$ cat src/rtl/dice_pkg.sv
// Shared types and constants for the dice result tracker slice.
package dice_pkg;

   typedef enum logic [1:0] {
      IDLE    = 2'd0,
      ROLLING = 2'd1,
      SETTLE  = 2'd2
   } state_t;

   localparam logic [2:0] FACE_MIN = 3'd1;
   localparam logic [2:0] FACE_MAX = 3'd6;

   localparam int DEF_COUNT_W = 8;

   // Display codes, bit order gfedcba, active-high
   localparam logic [6:0] SEG_BLANK = 7'b0000000;
   localparam logic [6:0] SEG_1     = 7'b0000110;
   localparam logic [6:0] SEG_2     = 7'b1011011;
   localparam logic [6:0] SEG_3     = 7'b1001111;
   localparam logic [6:0] SEG_4     = 7'b1100110;
   localparam logic [6:0] SEG_5     = 7'b1101101;
   localparam logic [6:0] SEG_6     = 7'b1111101;

   function automatic logic is_legal_face(input logic [2:0] f);
      return (f >= FACE_MIN) && (f <= FACE_MAX);
   endfunction

endpackage

$ cat src/rtl/dice_result_tracker_if.sv
// Bus bundle between the tracker and its surroundings (dice inputs, display
// and statistics outputs).
interface dice_result_tracker_if #(
   parameter int COUNT_W = 8
);
   logic               button;
   logic [2:0]         throw;
   logic [2:0]         rd_face;
   logic [2:0]         result;
   logic               result_valid;
   logic               err;
   logic               busy;
   logic [6:0]         seg;
   logic [COUNT_W-1:0] rd_count;
   logic [COUNT_W-1:0] total_rolls;

   modport master (
      output button, throw, rd_face,
      input  result, result_valid, err, busy, seg, rd_count, total_rolls
   );

   modport slave (
      input  button, throw, rd_face,
      output result, result_valid, err, busy, seg, rd_count, total_rolls
   );
endinterface

$ cat src/rtl/dice_seg_decoder.sv
// Combinational face-to-7-segment map; 0 and illegal faces show blank.
module dice_seg_decoder
   import dice_pkg::*;
(
   input  logic [2:0] face,
   output logic [6:0] seg
);

   // Face lookup
   always_comb begin
      seg = SEG_BLANK;
      case (face)
         3'd1:    seg = SEG_1;
         3'd2:    seg = SEG_2;
         3'd3:    seg = SEG_3;
         3'd4:    seg = SEG_4;
         3'd5:    seg = SEG_5;
         3'd6:    seg = SEG_6;
         default: seg = SEG_BLANK;
      endcase
   end

endmodule

$ cat src/rtl/dice_result_tracker.sv
// Captures the final dice face after each roll, drives the display and keeps
// saturating per-face and total statistics.
//
//   state   | meaning
//   --------+--------------------------------------------------------
//   IDLE    | waiting for the roll button
//   ROLLING | button held, dice still spinning
//   SETTLE  | button released, counting down before sampling throw
module dice_result_tracker
   import dice_pkg::*;
#(
   parameter int SETTLE_CYCLES = 2,
   parameter int COUNT_W       = DEF_COUNT_W
)(
   input  logic clk,
   input  logic rst,
   dice_result_tracker_if.slave bus
);

   localparam logic [3:0]         SETTLE_LOAD = 4'(SETTLE_CYCLES - 1);
   localparam logic [COUNT_W-1:0] CNT_MAX     = '1;

   state_t             state_q, state_d;
   logic [3:0]         settle_q, settle_d;
   logic               sample;

   logic [2:0]         result_q;
   logic               valid_q;
   logic               err_q;
   logic [6:0]         seg_q;
   logic [6:0]         seg_next;
   logic [COUNT_W-1:0] face_cnt [1:6];
   logic [COUNT_W-1:0] total_q;

   dice_seg_decoder u_seg (
      .face (bus.throw),
      .seg  (seg_next)
   );

   // State register and settle counter
   always_ff @(posedge clk) begin
      if (!rst) begin
         state_q  <= IDLE;
         settle_q <= '0;
      end else begin
         state_q  <= state_d;
         settle_q <= settle_d;
      end
   end

   // Next-state logic; sample marks the edge where throw is captured
   always_comb begin
      state_d  = state_q;
      settle_d = settle_q;
      sample   = 1'b0;
      case (state_q)
         IDLE: begin
            if (bus.button) state_d = ROLLING;
         end
         ROLLING: begin
            if (!bus.button) begin
               state_d  = SETTLE;
               settle_d = SETTLE_LOAD;
            end
         end
         SETTLE: begin
            if (bus.button) begin
               state_d = ROLLING;
            end else if (settle_q == 4'd0) begin
               sample  = 1'b1;
               state_d = IDLE;
            end else begin
               settle_d = settle_q - 4'd1;
            end
         end
         default: state_d = IDLE;
      endcase
   end

   // Capture, pulses and saturating statistics
   always_ff @(posedge clk) begin
      if (!rst) begin
         result_q <= '0;
         valid_q  <= 1'b0;
         err_q    <= 1'b0;
         seg_q    <= SEG_BLANK;
         total_q  <= '0;
         for (int i = 1; i <= 6; i++) face_cnt[i] <= '0;
      end else begin
         valid_q <= 1'b0;
         err_q   <= 1'b0;
         if (sample) begin
            if (is_legal_face(bus.throw)) begin
               result_q <= bus.throw;
               seg_q    <= seg_next;
               valid_q  <= 1'b1;
               if (face_cnt[bus.throw] != CNT_MAX)
                  face_cnt[bus.throw] <= face_cnt[bus.throw] + 1'b1;
               if (total_q != CNT_MAX)
                  total_q <= total_q + 1'b1;
            end else begin
               err_q <= 1'b1;
            end
         end
      end
   end

   // Statistics read port
   always_comb begin
      bus.rd_count = '0;
      if (is_legal_face(bus.rd_face)) bus.rd_count = face_cnt[bus.rd_face];
   end

   assign bus.result       = result_q;
   assign bus.result_valid = valid_q;
   assign bus.err          = err_q;
   assign bus.seg          = seg_q;
   assign bus.total_rolls  = total_q;
   assign bus.busy         = (state_q != IDLE);

endmodule

$ cat src/flat_wrapper.sv
// flat-port wrapper written by rule: the top's interface ports become plain ports
module dice_result_tracker_flat import dice_pkg::*;
#(
   parameter int SETTLE_CYCLES = 2,
   parameter int COUNT_W       = DEF_COUNT_W
)
  (clk, rst, bus_button, bus_throw, bus_rd_face, bus_result, bus_result_valid, bus_err, bus_busy, bus_seg, bus_rd_count, bus_total_rolls);
  dice_result_tracker_if #(.COUNT_W(COUNT_W)) bus_i ();
  input  logic clk;
  input  logic rst;
  input wire logic [$bits(bus_i.button)-1:0] bus_button;
  input wire logic [$bits(bus_i.throw)-1:0] bus_throw;
  input wire logic [$bits(bus_i.rd_face)-1:0] bus_rd_face;
  output wire logic [$bits(bus_i.result)-1:0] bus_result;
  output wire logic [$bits(bus_i.result_valid)-1:0] bus_result_valid;
  output wire logic [$bits(bus_i.err)-1:0] bus_err;
  output wire logic [$bits(bus_i.busy)-1:0] bus_busy;
  output wire logic [$bits(bus_i.seg)-1:0] bus_seg;
  output wire logic [$bits(bus_i.rd_count)-1:0] bus_rd_count;
  output wire logic [$bits(bus_i.total_rolls)-1:0] bus_total_rolls;
  assign bus_i.button = bus_button;
  assign bus_i.throw = bus_throw;
  assign bus_i.rd_face = bus_rd_face;
  assign bus_result = bus_i.result;
  assign bus_result_valid = bus_i.result_valid;
  assign bus_err = bus_i.err;
  assign bus_busy = bus_i.busy;
  assign bus_seg = bus_i.seg;
  assign bus_rd_count = bus_i.rd_count;
  assign bus_total_rolls = bus_i.total_rolls;
  dice_result_tracker #(.SETTLE_CYCLES(SETTLE_CYCLES), .COUNT_W(COUNT_W)) u_core (.clk(clk), .rst(rst), .bus(bus_i));
endmodule
$ cat config.mk
export PLATFORM = sky130hd
export DESIGN_NAME = dice_result_tracker_flat
export DESIGN_NICKNAME = d
export VERILOG_FILES = /design/src/rtl/dice_pkg.sv /design/src/rtl/dice_result_tracker_if.sv /design/src/rtl/dice_seg_decoder.sv /design/src/rtl/dice_result_tracker.sv /design/src/flat_wrapper.sv
export SDC_FILE = /design/constraint.sdc
export NUM_CORES = 1
export LEC_CHECK = 0
export CAP_MARGIN = 20
export CORE_UTILIZATION = 27
export DETAILED_ROUTE_END_ITERATION = 8
export DONT_BUFFER_PORTS = 1
export GPL_TIMING_DRIVEN = 1
export HOLD_SLACK_MARGIN = 0.08
export PLACE_DENSITY = 0.43
export SYNTH_ARGS = -nofsm -noshare
export SYNTH_HDL_FRONTEND = slang
export SYNTH_SLANG_ARGS = --single-unit
$ cat constraint.sdc
create_clock -name clk -period 8.4 [get_ports clk]
set_clock_uncertainty 0.05 [all_clocks]
set_input_delay 0.84 -clock clk [delete_from_list [all_inputs] [get_ports clk]]
set_output_delay 0.84 -clock clk [all_outputs]
set_load 0.02 [all_outputs]
==> flow_summary.toml <==
[routing]
ant_nets = 0
num_vias = 3374
detail_route.wl_per_cell_um = 20.6
viasPerCell = 5.12
drt_wl_total_um = 13500
initialDrtViolationCount = 323
drt_pass1_iterations = 5
drc = 0

[min_path]
whs_endpoint = "u_core.state_q[0]"
hp-class = "reg2reg"
whs_path_depth = 1
min_from = "u_core.state_q[0]"

[global_routing]
grt_pass1_wl_um = 20800
grt_pass1_vias = 3268
grt_util_all_layers_pct = 15.9
grt_max_degree = 41
grt_antenna_before_repair = 0
globalRouteOverflowTotal = 0

[floorplan]
rows = 47
die_area_um2 = 17800
die_h_um = 133
core_um2 = 16700
num_io_pins = 38
initial_core_util_pct = 27.9
die_w_um = 133

[clock_network]
ctsHoldBuffers = 0
clock_path_buffers = 2
clk_latency_ns = 0.34
postCtsSetupBuffers = 0
cts_inserted_buffers = 9
htreeDepth = 3
cts_root_buffer = "clkbuf_16"
cts_tree = "yes"
cts.sinks = 89
clk_pin_slew_ns = 0.06
cts_resized = 0

[synthesis]
ys_ff_latch = 89
synth_area_leaders = "edfxtp_1 (41%), dfxtp_1 (11%), nor2_1 (5.2%)"
netlist_instances = 433
synth_top_area_share_pct = 41.2
synth_ff_type = "edfxtp_1"
ys_seq_area_share_pct = 51.9
async_reset_ff_share_pct = 0
syn_area_um2 = 4660
syn_avg_cell_area_um2 = 10.8
ys_types = 60
synth_edf_count = 64
synth_top_area_cell = "edfxtp_1"
synth_warnings = 0

[sta]
drv_slew = 0
whs_ns = 0.448
rsz0062_at_grt = "false"
worstMarginPinSlew_ns = 0.889
clock.fmax_mhz = 295
slew-limit-headroom_pct = 40.3
period_share_pct = 40.4
hold_viol = 0
setup_viol = 0
fin_crit_ns = 3.40
setup_tns_ns = 0

[power]
combPwrFrac_pct = 10.0
p_sw_uw = 254
cellLeakagePower_uw = 0.00193
powerDensity_nw_per_um2 = 200
p_seq_share_pct = 48.7
power_frac_clock_pct = 41.3
vdd_drop_max_v = 0.0000922
p_int_uw = 781
swShare_pct = 24.5

[cells_and_area]
syn2layout_area_growth_pct = 11.2
fin_nets = 447
seq_area_um2 = 2420
drive_above_1_share_pct = 9.57
antenna-diode-count = 0
final_common_cell = "nor2_1"
multi_input_area_um2 = 2130
fill_cells = 1745
layout_common_cells = "nor2_1 (65), edfxtp_1 (64), a21oi_1 (45)"
fin_area_um2 = 5180

[critical_path]
worst-r2r-setup-slack_ns = 5.00
r2r-end = "u_core.face_cnt[2][5]"
cp_max_fo = 8
reg2reg_depth = 8
critPathKind = "reg2reg"
start_kind = "flop"
worstPathCellList = "inv_1 -> ha_1 -> or3b_1 -> nand2b_1 -> nor3_1 -> nand3_1 -> nand2b_1 -> nand2_1"
critical_path.endpoint_type = "flop"
cp.required_ns = 8.34
critPathSlowestCell = "nor3_1"
crit_buf_inv = 1
worstPathArrival_ns = 3.33
crit_top_cell = "nand2b_1"
slowest_delay_ns = 0.58
r2r-start = "u_core.settle_q[0]"
critPathTopFamily = "simple AND/OR/NAND/NOR gates"

[placed_design]
place.gp.congestion = 0.853
dpl_cell_area_um2 = 4870
dpl.hpwl_um = 9430
numPortBuffers = 0

[run]
drv_cap = 0

[status]
status = "finished, final reports clean"
how the worst max path moves through the flow:
| stage | from | endpoint | slack, ns | cells past startpoint |
|---|---|---|---|---|
| 6_report | u_core.settle_q[0] | u_core.face_cnt[2][5] | 5.00 | 8 |
| 5_1_grt | u_core.settle_q[0] | u_core.face_cnt[2][6] | 4.76 | 8 |
| 4_1_cts | u_core.settle_q[0] | u_core.face_cnt[2][1] | 4.97 | 8 |
| 3_5_place_dp | bus_button | u_core.face_cnt[2][7] | 4.88 | 6 |
| 3_3_place_gp | bus_button | u_core.face_cnt[2][7] | 4.83 | 6 |
| 2_1_floorplan | bus_throw[1] | u_core.face_cnt[1][0] | 5.04 | 12 |
final cells by class:
cell class              instances  share of cell area (%)
inverters                      10                   0.724
flip-flops and latches         89                    46.7
clock buffers                  13                    5.84
well taps                     220                    5.31
clock inverters                 3                   0.314
multi-input cells             324                    41.1
cell usage after synthesis, types with 2 or more instances:
cell type / instances
and4_1: 2
dfxtp_1: 25
o211ai_1: 2
o31ai_1: 2
nand2b_1: 13
a21oi_1: 45
a221oi_1: 7
or3_1: 6
and3_1: 3
nor3_1: 11
and2_1: 5
or2_2: 3
mux2_2: 9
inv_1: 10
nor2b_1: 6
mux2i_1: 22
xnor2_1: 3
nand4_1: 3
ha_1: 4
and3b_1: 2
o21ai_0: 4
mux4_1: 3
edfxtp_1: 64
nand2_1: 26
nand2_2: 2
nand3_1: 10
xor2_1: 10
a211oi_1: 7
o21ai_1: 2
buf_2: 6
nand4b_1: 2
nor2_1: 65
clkbuf_1: 15
o22ai_1: 4
mux4_2: 5
power groups by stage:
| stage | clock, uW | sequential, uW | combinational [uW] |
|---|---|---|---|
| after floorplan | 0 | 508 | 89.1 |
| after global placement | 0 | 514 | 104 |
| after detailed placement | 0 | 514 | 104 |
| after CTS | 436 | 504 | 104 |
| after global routing | 455 | 506 | 113 |
| final | 427 | 504 | 104 |
sequential cells by signal, summed over array words and instances (netlist names):
register	flops
u_core.bus.seg	6
u_core.face_cnt	64
u_core.settle_q	4
u_core.bus.err	1
u_core.bus.total_rolls	8
u_core.bus.result_valid	1
u_core.state_q	2
u_core.bus.result	3
metrics by stage:
stage	util [%]	worst slack, ns	cells	total power [uW]
final	31.0	5.00	659	1040
after global routing	31.0	4.76	659	1070
after CTS	31.0	4.97	659	1040
after detailed placement	29.1	4.88	643	617
after global placement	29.1	4.83	643	618
after floorplan	-	5.04	448	597
routing by layer:
metal  GRT usage, %  vias to the layer above  share of wire, %
met2           25.8                      105                49
met5              0                        -                 0
met1           20.9                     1677                45
met4           4.99                        0               1.3
met3           3.77                       11               5.2
li1               -                     1581                 -
cells by family (layout without fill, tap and decap cells):
family                     after synthesis  in the layout  share of synthesized area [%]
muxes                                   40             40                           11.2
other                                    1             16                         0.0804
DFF                                     89             89                           51.9
xor gates and xnor gates                13             13                           2.44
buffers and inverters                   35             26                           3.57
and+or+nand+nor                        167            167                           18.2
AOI/OAI and AO/OA                       84             84                           11.5
adders and majority gates                4              4                           1.07
Note: power is estimated with default switching activity, not from simulation.
